==> src/rtl/regfile_write_arbiter.sv <==
// Two-requester writeback arbiter in front of the register file.
// Each requester owns one holding slot; one slot drains per cycle, oldest first,
// so same-register writes commit in the order they were accepted.
module regfile_write_arbiter #(
  parameter bit DROP_R0 = 1'b1,
  localparam int unsigned RegW    = 5,
  localparam int unsigned DataW   = 32,
  localparam int unsigned NumRegs = 32
) (
  input  logic               clock,
  input  logic               ctrl_reset,
  input  logic               req0_valid,
  output logic               req0_ready,
  input  logic [RegW-1:0]    req0_reg,
  input  logic [DataW-1:0]   req0_data,
  input  logic               req1_valid,
  output logic               req1_ready,
  input  logic [RegW-1:0]    req1_reg,
  input  logic [DataW-1:0]   req1_data,
  output logic               ctrl_writeEnable,
  output logic [RegW-1:0]    ctrl_writeReg,
  output logic [DataW-1:0]   data_writeReg,
  output logic [NumRegs-1:0] pending_mask
);

  localparam int unsigned NumSlots = 2;

  // older is set on the slot that has waited longer; both clear means equal age
  typedef struct packed {
    logic             valid;
    logic [RegW-1:0]  regAddr;
    logic [DataW-1:0] data;
    logic             older;
  } slotState;

  slotState            slotQ [NumSlots];
  slotState            slotD [NumSlots];
  logic                lastGrantQ;
  logic                lastGrantD;
  logic [NumSlots-1:0] reqValid;
  logic [NumSlots-1:0] reqReady;
  logic [NumSlots-1:0] grant;
  logic [NumSlots-1:0] load;
  logic [RegW-1:0]     reqReg  [NumSlots];
  logic [DataW-1:0]    reqData [NumSlots];

  assign reqValid   = {req1_valid, req0_valid};
  assign reqReg[0]  = req0_reg;
  assign reqReg[1]  = req1_reg;
  assign reqData[0] = req0_data;
  assign reqData[1] = req1_data;
  assign req0_ready = reqReady[0];
  assign req1_ready = reqReady[1];

  // Pick one valid slot: sole valid slot, else older slot, else alternate on last grant
  always_comb begin
    grant = '0;
    if (!ctrl_reset) begin
      if (slotQ[0].valid && slotQ[1].valid) begin
        if (slotQ[0].older != slotQ[1].older) begin
          grant = slotQ[0].older ? 2'b01 : 2'b10;
        end else begin
          grant = lastGrantQ ? 2'b01 : 2'b10;
        end
      end else if (slotQ[0].valid) begin
        grant = 2'b01;
      end else if (slotQ[1].valid) begin
        grant = 2'b10;
      end
    end
  end

  // Ready when the slot is empty or draining this cycle; r0 writes are accepted but not loaded
  always_comb begin
    reqReady = '0;
    load     = '0;
    for (int i = 0; i < NumSlots; i++) begin
      reqReady[i] = !ctrl_reset && (!slotQ[i].valid || grant[i]);
      load[i]     = reqValid[i] && !ctrl_reset && (!slotQ[i].valid || grant[i])
                    && !(DROP_R0 && (reqReg[i] == '0));
    end
  end

  // Next slot contents, relative age and last-grant pointer
  always_comb begin
    for (int i = 0; i < NumSlots; i++) begin
      slotD[i] = slotQ[i];
    end
    lastGrantD = lastGrantQ;

    for (int i = 0; i < NumSlots; i++) begin
      if (load[i]) begin
        slotD[i].valid   = 1'b1;
        slotD[i].regAddr = reqReg[i];
        slotD[i].data    = reqData[i];
      end else if (grant[i]) begin
        slotD[i].valid = 1'b0;
      end
    end

    if (|grant) begin
      lastGrantD = grant[1];
    end

    if (slotD[0].valid && slotD[1].valid) begin
      case (load)
        2'b01: begin
          slotD[0].older = 1'b0;
          slotD[1].older = 1'b1;
        end
        2'b10: begin
          slotD[0].older = 1'b1;
          slotD[1].older = 1'b0;
        end
        2'b11: begin
          slotD[0].older = 1'b0;
          slotD[1].older = 1'b0;
        end
        default: begin
        end
      endcase
    end else begin
      slotD[0].older = 1'b0;
      slotD[1].older = 1'b0;
    end
  end

  // Slot and arbitration state register
  always_ff @(posedge clock) begin
    if (ctrl_reset) begin
      for (int i = 0; i < NumSlots; i++) begin
        slotQ[i] <= '0;
      end
      lastGrantQ <= 1'b1;
    end else begin
      for (int i = 0; i < NumSlots; i++) begin
        slotQ[i] <= slotD[i];
      end
      lastGrantQ <= lastGrantD;
    end
  end

  // Regfile write port driven straight from the granted slot
  always_comb begin
    ctrl_writeEnable = 1'b0;
    ctrl_writeReg    = '0;
    data_writeReg    = '0;
    for (int i = 0; i < NumSlots; i++) begin
      if (grant[i]) begin
        ctrl_writeEnable = 1'b1;
        ctrl_writeReg    = slotQ[i].regAddr;
        data_writeReg    = slotQ[i].data;
      end
    end
  end

  // One-hot destinations of every held write
  always_comb begin
    pending_mask = '0;
    if (!ctrl_reset) begin
      for (int i = 0; i < NumSlots; i++) begin
        if (slotQ[i].valid) begin
          pending_mask[slotQ[i].regAddr] = 1'b1;
        end
      end
    end
    if (DROP_R0) begin
      pending_mask[0] = 1'b0;
    end
  end

endmodule
==> config.mk <==
export PLATFORM = sky130hd
export DESIGN_NAME = regfile_write_arbiter
export DESIGN_NICKNAME = d
export VERILOG_FILES = /design/src/rtl/regfile_write_arbiter.sv
export SDC_FILE = /design/constraint.sdc
export NUM_CORES = 1
export LEC_CHECK = 0
export CAP_MARGIN = 10
export CORE_ASPECT_RATIO = 0.9
export CORE_MARGIN = 5
export CORE_UTILIZATION = 47
export DETAILED_ROUTE_END_ITERATION = 6
export DONT_BUFFER_PORTS = 1
export SKIP_CTS_REPAIR_TIMING = 1
export SLEW_MARGIN = 20
export SYNTH_ARGS = -nofsm -noshare
export SYNTH_HDL_FRONTEND = slang
export SYNTH_SLANG_ARGS = --single-unit
==> constraint.sdc <==
create_clock -name clock -period 2 [get_ports clock]
set_input_delay 0.4 -clock clock [delete_from_list [all_inputs] [get_ports clock]]
set_output_delay 0.4 -clock clock [all_outputs]
set_load 0.005 [all_outputs]
After elaboration in Yosys (flattened, before gate mapping). Memory sizes are Yosys's and may differ from the RTL's. Cells that the tools add are included.

Memories kept: 1. Input bits: 78. Output and inout bits: 72. Latch bits: 0. Register bits: 1. Memory bits (writable): 78. Word-level logic and storage cells: 73. Memory bits (read-only): 0.

Muxes and demuxes: 36. Add/subtract/negate cells: 0. Divide/modulo/power cells: 0. Shifts and indexed selects: 0. Reductions and logical operators: 24. Bitwise operators: 3. Multiply operators: 0. $lt $le $gt $ge: 4. Eq/ne operators: 4.

Memory list: slotQ (depth 2, width 39, read ports 2, clocked after memory_dff 0, wr ports 2, RTL line 36) `slotState slotQ [NumSlots];`.

Operators with widths (count): 32-bit 2-to-1 mux (6); 39-bit 2-to-1 mux (2); 37-bit 2-to-1 mux (2); 32-bit bitwise OR (1); 2-bit 2-to-1 mux (7); 1-bit 2-to-1 mux (13); 1-bit logical AND (12); 5-bit by 6-bit less-than comparator with 1-bit output, second input constant (2); 1-bit demux with 5-bit select (2); 5-bit by 1-bit >= comparator with 1-bit output, second input constant (2); 5-bit logical NOT (2); 5-bit 2-to-1 mux (2); 2-bit OR reduction (3); 1-bit logical NOT (5); 2-bit equality test, second input constant (2); 1-bit case mux with 2 select lines (2); 2-bit by 1-bit equality test with 1-bit output, second input constant (1); 1-bit logical OR (2); 1-bit bitwise OR (2); 1-bit != test (1).

Longest topological paths before layout. Gate-level depths: netlist (run 1). An unclocked memory read counts as a cell.

Depth after elaboration: 13. Mapped depth: 6. Mapped depth without buffers: 4.

Least setup slack after synthesis (run 1). OpenSTA, ideal clock, no wires.

Path type: in2out. Start: in ctrl_reset. End: out ctrl_writeEnable. Stages: 5. Arrival: 1.554 ns. Setup slack: 0.046 ns. Required time: 1.600 ns. Cell sequence: clkbuf_1 clkbuf_1 clkbuf_1 clkbuf_1 nor2_1.

Word-level cells in the longest chain between the ends: 3.

RTL lines: start: declaration (RTL line 11) `input logic ctrl_reset,`; 2-bit 2-to-1 mux * (RTL line 58) `if (!ctrl_reset) begin`; 1-bit 2-to-1 mux (RTL line 149) `if (grant[i]) begin`; 1-bit 2-to-1 mux * (RTL line 149); end: declaration (RTL line 20) `output logic ctrl_writeEnable,`.

Mark *: on every way between the ends. The rest lies on a longest branch, timed or not.

==> results of run 1 <==
==> metal layers <==
metal | global-route usage (%) | up-vias | wire [um]
li1 | - | 1599 | -
met1 | 23.21 | 1551 | 4808
met2 | 30.60 | 106 | 5224
met3 | 7.164 | 12 | 800
met4 | 4.159 | 0 | 146
met5 | 0 | - | 0
==> through the flow <==
step	setup slack [ps]	hold WS [ps]
floorplan	45.85	460.3
global placement	5.388	470.3
CTS	-284.7	114.2
global route	-231.3	131.3
finish	-152.2	179.3
detailed placement	-19.90	481.5
==> sequential cells by signal, summed over array words and instances (netlist names) <==
signal	flops
slotQ	78
lastGrantQ	1
==> cell families after synthesis <==
logic type      synth area share, %
simple gates                  19.23
buf+inv                       8.892
compound gates                15.43
flops                         35.91
mux                           20.45
other cells                 0.08515
==> final cells by class <==
class	instances	area (sq um)
inverter	37	138.9
fill	841	4146
sequential	79	1595
tap	122	152.6
clock inverter	5	41.29
timing repair buffer	27	304.0
clock buffer	11	141.4
multi-input combinational	308	2605
==> power by group through the flow <==
stage          Clock (mW)  Sequential (mW)  Combinational (mW)
3_3_place_gp            0             1.80               0.460
2_1_floorplan           0             1.77               0.432
5_1_grt              1.21             1.80               0.548
3_5_place_dp            0             1.81               0.470
6_report             1.10             1.79               0.503
4_1_cts              1.14             1.77               0.473
==> worst max-delay path by stage <==
stage                 start           endpoint  slack [ps]  cells past startpoint
2_1_floorplan    ctrl_reset   ctrl_writeEnable          50                      5
3_3_place_gp    req0_reg[0]       slotQ[0][34]           5                      6
3_5_place_dp    req0_reg[0]       slotQ[0][22]         -20                      6
4_1_cts        slotQ[0][39]  data_writeReg[24]        -280                      5
5_1_grt         slotQ[0][0]   ctrl_writeReg[3]        -230                      6
6_report        slotQ[0][0]  data_writeReg[15]        -150                      6
==> worst register-to-register path, cell delays in order, from the launching register on <==
cell and delay [ps]:
dfxtp_2 330, nand2b_4 140, a21o_4 240, buf_4 150, a311o_2 440, buf_4 230
mux2_4 310
==> cells in the final DEF (no fill, tap or decap), types with 2 or more instances in the layout <==
cell / synthesis / layout
dfxtp_1: 79 / 70
nor2_1: 40 / 40
nor2b_1: 39 / 38
inv_1: 37 / 37
nand2b_1: 36 / 36
mux2i_1: 36 / 36
a22oi_1: 31 / 31
mux2_4: 30 / 30
o2bb2ai_1: 36 / 24
buf_4: 1 / 19
clkbuf_8: 0 / 10
o2bb2ai_2: 0 / 9
mux2_2: 8 / 8
dfxtp_2: 0 / 8
nand2_1: 6 / 6
buf_12: 3 / 5
nor3_1: 4 / 4
nor3b_2: 0 / 4
a21oi_1: 3 / 3
o2bb2ai_4: 0 / 3
and3b_1: 4 / 3
and3_1: 4 / 3
nand3_1: 3 / 3
nor3b_1: 8 / 2
nor3b_4: 0 / 2
a211oi_1: 2 / 2
or4_1: 2 / 2
clkbuf_16: 0 / 2
==> metrics.txt, run 1 <==
result of the run=finished with violations; failing checks=negative setup slack; cell accounting for the most synthesized area=dfxtp_1; CTS tree=yes; CTS Root Cell=clkbuf_8; Longest Clk Path Bufs=2; hold endpoint=slotQ[0][6]; later-pin clock latency in the skew report=between 300 and 400 ps; class of the most critical hold timing path=input port to register; cell area after technology mapping=about 4400 sq um; largest net degree at the start of global routing=117; vertical extent of the die=between 100 and 150 um; count of H-tree levels built during CTS=3; maximum cell stage delay along the critical path=approximately 330 ps; capture instance of the worst register-to-register path=slotQ[0][74]; initial antenna violation count=0; series of cell instances along the critical path=nand2b_4 > a21o_4 > a211oi_4 > buf_6 > clkbuf_16 > o2bb2ai_1; DRT iter0 DRCs=roughly 210; setup ws final=-152.2 ps; EDFF count, synth=0; origin of the critical flop-to-flop path=slotQ[0][0]; Total Routed Length=roughly 11000 um; Post-Syn Nets=541; Post-Syn Instances=463; Max FO, Critical Path=11; internal power summed over all cells=2.472 mW; fin crit share=107.6%; commonest cells in the synthesized netlist=dfxtp_1 (79), nor2_1 (40), nor2b_1 (39); number of I/O pins=150; Power per Cell Area=around 680 nW/um^2; row count=33; number of distinct standard cells referenced by the synthesized netlist=42; final std cells w/o fill=slightly below 600; required time worst endpoint=roughly 1600 ps; P_sw=918.6 uW; TritonCTS buffer count=9; Die Span X=roughly 110 um; clock sink count=79; portion of synthesized cell area occupied by the leading cell type=35.91%; GRT Overall Usage=around 19%; Max Transition Viols Final=0; global-route wire length before repair=16980 um; combinational share of power=between 10 and 15%; type of the worst setup path=register to primary output; total DRC errors in the routed layout=0; Post-DP Area=4546 sq um; Final Cell Area=~5000 sq um; reported max-cap violation count=0; register-to-register path setup slack=60 ps; most frequent cell after synthesis=dfxtp_1; Post-Route Utilization=a little over half; Synth Area per Inst=around 9.5 sq um; average wire length per cell after detail routing=about 19 um; dominant register cell in the synthesized netlist=dfxtp_1; count of antenna-violating nets left after detailed routing=0; number of hold violations in the final report=0; number of antenna diodes=0; final critical delay including setup and external delays=2152 ps; category of the worst setup path capture point=primary output; cells taking the most area after synthesis=dfxtp_1 (36%), mux2_4 (10%), mux2i_1 (8.2%); switching power as a share of total power=a little over a quarter; setup repair after global routing missed its margin=true; total die area=roughly 11000 sq um; layout cell share with drive strength beyond 1=25.05%; number of vias in the routed layout=between 3000 and 4000; Setup Skew=7.765 ps; overall power=about 3.4 mW; leakage power figure=2.187 nW; final global-route overflow total=0; worst reg-to-reg path cell count=6; vias in the first global route=3310; Floorplan Core Area=just over 9000 sq um; fraction of synthesis flops using an asynchronous set or reset pin=0%; signal arrival time at the worst endpoint=1750 ps; Crit path max-delay family=compound AO/OA/AOI/OAI gates; Final nets=540; Fmax achieved=roughly 460 MHz; type of origin of the critical path=register; Hold Startpoint=req0_data[5]; detailed-router iteration count before antenna repair=4; flip-flop and latch count after synthesis=between 70 and 80; Seq pwr share=~53%; CTS clk-pin slew, worst paths=80 ps; hold-critical path depth=2; area delta synth->final=13.04%; warning count from the yosys run=0; dpl cells=about 570; total half-perimeter wirelength after legalization and detailed placement=7485 um; Critical-path top delay cell=dfxtp_2; sequential cell area fraction in the yosys report=around 36%; number of failing setup endpoints in the final timing report=37; Clk pwr share=32.4%; count of buffering cells on the critical path with inverters included=2; setup total negative slack=-4731 ps; initial standard-cell utilization of the core=~48%; Port Buffer Count=0; via-per-instance ratio=approximately 5.5; IR drop worst, VDD=between 0.4 and 0.5 mV; gpl congestion=0.8140
Power figures use the tool's default switching activity.
==> inputs of run 2 (changes only) <==
--- a/config.mk
+++ b/config.mk
@@ -8,7 +8,7 @@
 export CAP_MARGIN = 10
 export CORE_ASPECT_RATIO = 0.9
 export CORE_MARGIN = 5
-export CORE_UTILIZATION = 47
+export CORE_UTILIZATION = 43
 export DETAILED_ROUTE_END_ITERATION = 6
 export DONT_BUFFER_PORTS = 1
 export SKIP_CTS_REPAIR_TIMING = 1
==> metrics.txt, run 2 (synthesis gave the netlist of run 1 again) <==
class of the most critical hold timing path=input port to register; category of the worst setup path capture point=primary output; initial antenna violation count=1; sum of met2 wire segment lengths after detailed routing=around 5500 um; total half-perimeter wirelength after legalization and detailed placement=7699 um; highest routed metal layer=met5; number of antenna diodes=0; detailed-router iteration count before antenna repair=4; Routed met3 length=827 um; Hold Startpoint=req0_data[6]; commonest non-fill, non-tap cell in the layout=dfxtp_1; biggest registers after layout=slotQ: 78 flops, lastGrantQ: 1 flops; DRT iter0 DRCs=between 150 and 200; Final nets=~540; vertical extent of the die=about 110 um; later-pin clock latency in the skew report=roughly 330 ps; worst reg-to-reg path cell count=5; Die Span X=about 120 um; setup repair after global routing missed its margin=true; largest net degree at the start of global routing=between 100 and 150; length of routed wiring on met1=between 4000 and 5000 um; register-to-register path setup slack=around 200 ps; leakage power figure=between 2 and 2.5 nW; count of H-tree levels built during CTS=3; CTS tree=yes; number of failing setup endpoints in the final timing report=37; highest-count cells in the layout ignoring fill and taps=dfxtp_1 (73), nor2_1 (40), nor2b_1 (38); signal arrival time at the worst endpoint=~1800 ps; count of antenna-violating nets left after detailed routing=0; reported max-cap violation count=0; GRT Overall Usage=~17%; dpl cells=~570; final critical delay including setup and external delays=roughly 2200 ps; gpl congestion=~0.76; Floorplan Core Area=around 10000 sq um; setup slack at placement=-29.88 ps; number of vias in the routed layout=3285; Power per Cell Area=~740 nW/um^2; TritonCTS buffer count=9; number of I/O pins=150; type of the worst setup path=register to primary output; failing checks=negative setup slack; row count=35; Port Buffer Count=0; Total Routed Length=approximately 11000 um; layout cell share with drive strength beyond 1=29.83%; total DRC errors in the routed layout=0; via-per-instance ratio=approximately 5.5; CTS clk-pin slew, worst paths=60 ps; global-route wire length before repair=16580 um; initial standard-cell utilization of the core=a little over two fifths; register containing the most flip-flops in the final layout=slotQ; vias in the first global route=approximately 3200; IR drop worst, VDD=0.4373 mV; Max FO, Critical Path=6; Max Transition Viols Final=0; result of the run=finished with violations; total die area=between 10000 and 15000 sq um; area delta synth->final=21.59%; average wire length per cell after detail routing=19.21 um; origin of the critical flop-to-flop path=slotQ[0][0]; final std cells w/o fill=between 500 and 600; Longest Clk Path Bufs=2; final global-route overflow total=0; Fmax achieved=roughly 460 MHz; hold endpoint=slotQ[0][7]; CTS Root Cell=clkbuf_16; fin crit share=108.1%; hold-critical path depth=2; clock sink count=79; setup ws final=-161.8 ps; required time worst endpoint=~1600 ps; type of origin of the critical path=register; capture instance of the worst register-to-register path=slotQ[0][42]; max FFs per register=78; number of hold violations in the final report=0; Setup Skew=about 7.0 ps
==> run 2: cell types whose count changed in the layout (fill, tap and decap cells not counted), sizes merged <==
cell	change
bufinv	+1
clkbuf	-1
clkinv	-1
clkinvlp	+2
inv	-2
==> run 2: final cells by class <==
type | count | area [sq um]
fill | 947 | 4761
multi-input combinational | 308 | 2846
sequential | 79 | 1589
timing repair buffer | 26 | 319.1
clock buffer | 11 | 242.7
tap | 129 | 161.4
inverter | 37 | 138.9
clock inverter | 5 | 57.56
==> run 2: power by group <==
group | switching [mW] | leakage (nW) | internal [mW]
Sequential | 0.0964 | 0.656 | 1.70
Clock | 0.646 | 0.138 | 0.999
Combinational | 0.255 | 1.52 | 0.287
==> run 2: through the flow <==
stage	cell area, sq um	total power, mW	utilization (%)	hold slack, ps	setup TNS (ps)
finish	5355	3.983	52.94	194.2	-4746
global route	5355	4.148	52.94	169.5	-6598
CTS	4835	3.915	47.79	149.1	-6520
detailed placement	4534	2.272	44.82	478.5	-233.4
global placement	4534	2.259	44.82	471.8	-14.46
floorplan	4404	2.201	-	460.3	0
==> run 2: worst max path at each step <==
stage / start / to / slack, ps / depth (start not counted)
floorplan: ctrl_reset / ctrl_writeEnable / 50 / 5
global placement: req1_reg[0] / slotQ[0][46] / -2 / 5
detailed placement: req0_reg[0] / slotQ[0][12] / -30 / 6
CTS: slotQ[0][0] / data_writeReg[8] / -220 / 5
global route: slotQ[0][0] / data_writeReg[8] / -210 / 6
finish: slotQ[0][0] / data_writeReg[4] / -160 / 6
==> run 2: routing by layer <==
metal	vias up	global-route usage (%)
li1	1597	-
met1	1572	21.63
met3	17	6.033
met4	2	4.914
met2	97	26.56
met5	-	0
==> run 2: critical path, stage by stage, from the launching register on <==
cell       delay [ps]
dfxtp_2           330
nand2b_4          140
a21o_4            240
a211oi_4          240
buf_6             210
buf_12            150
o2bb2ai_4         130
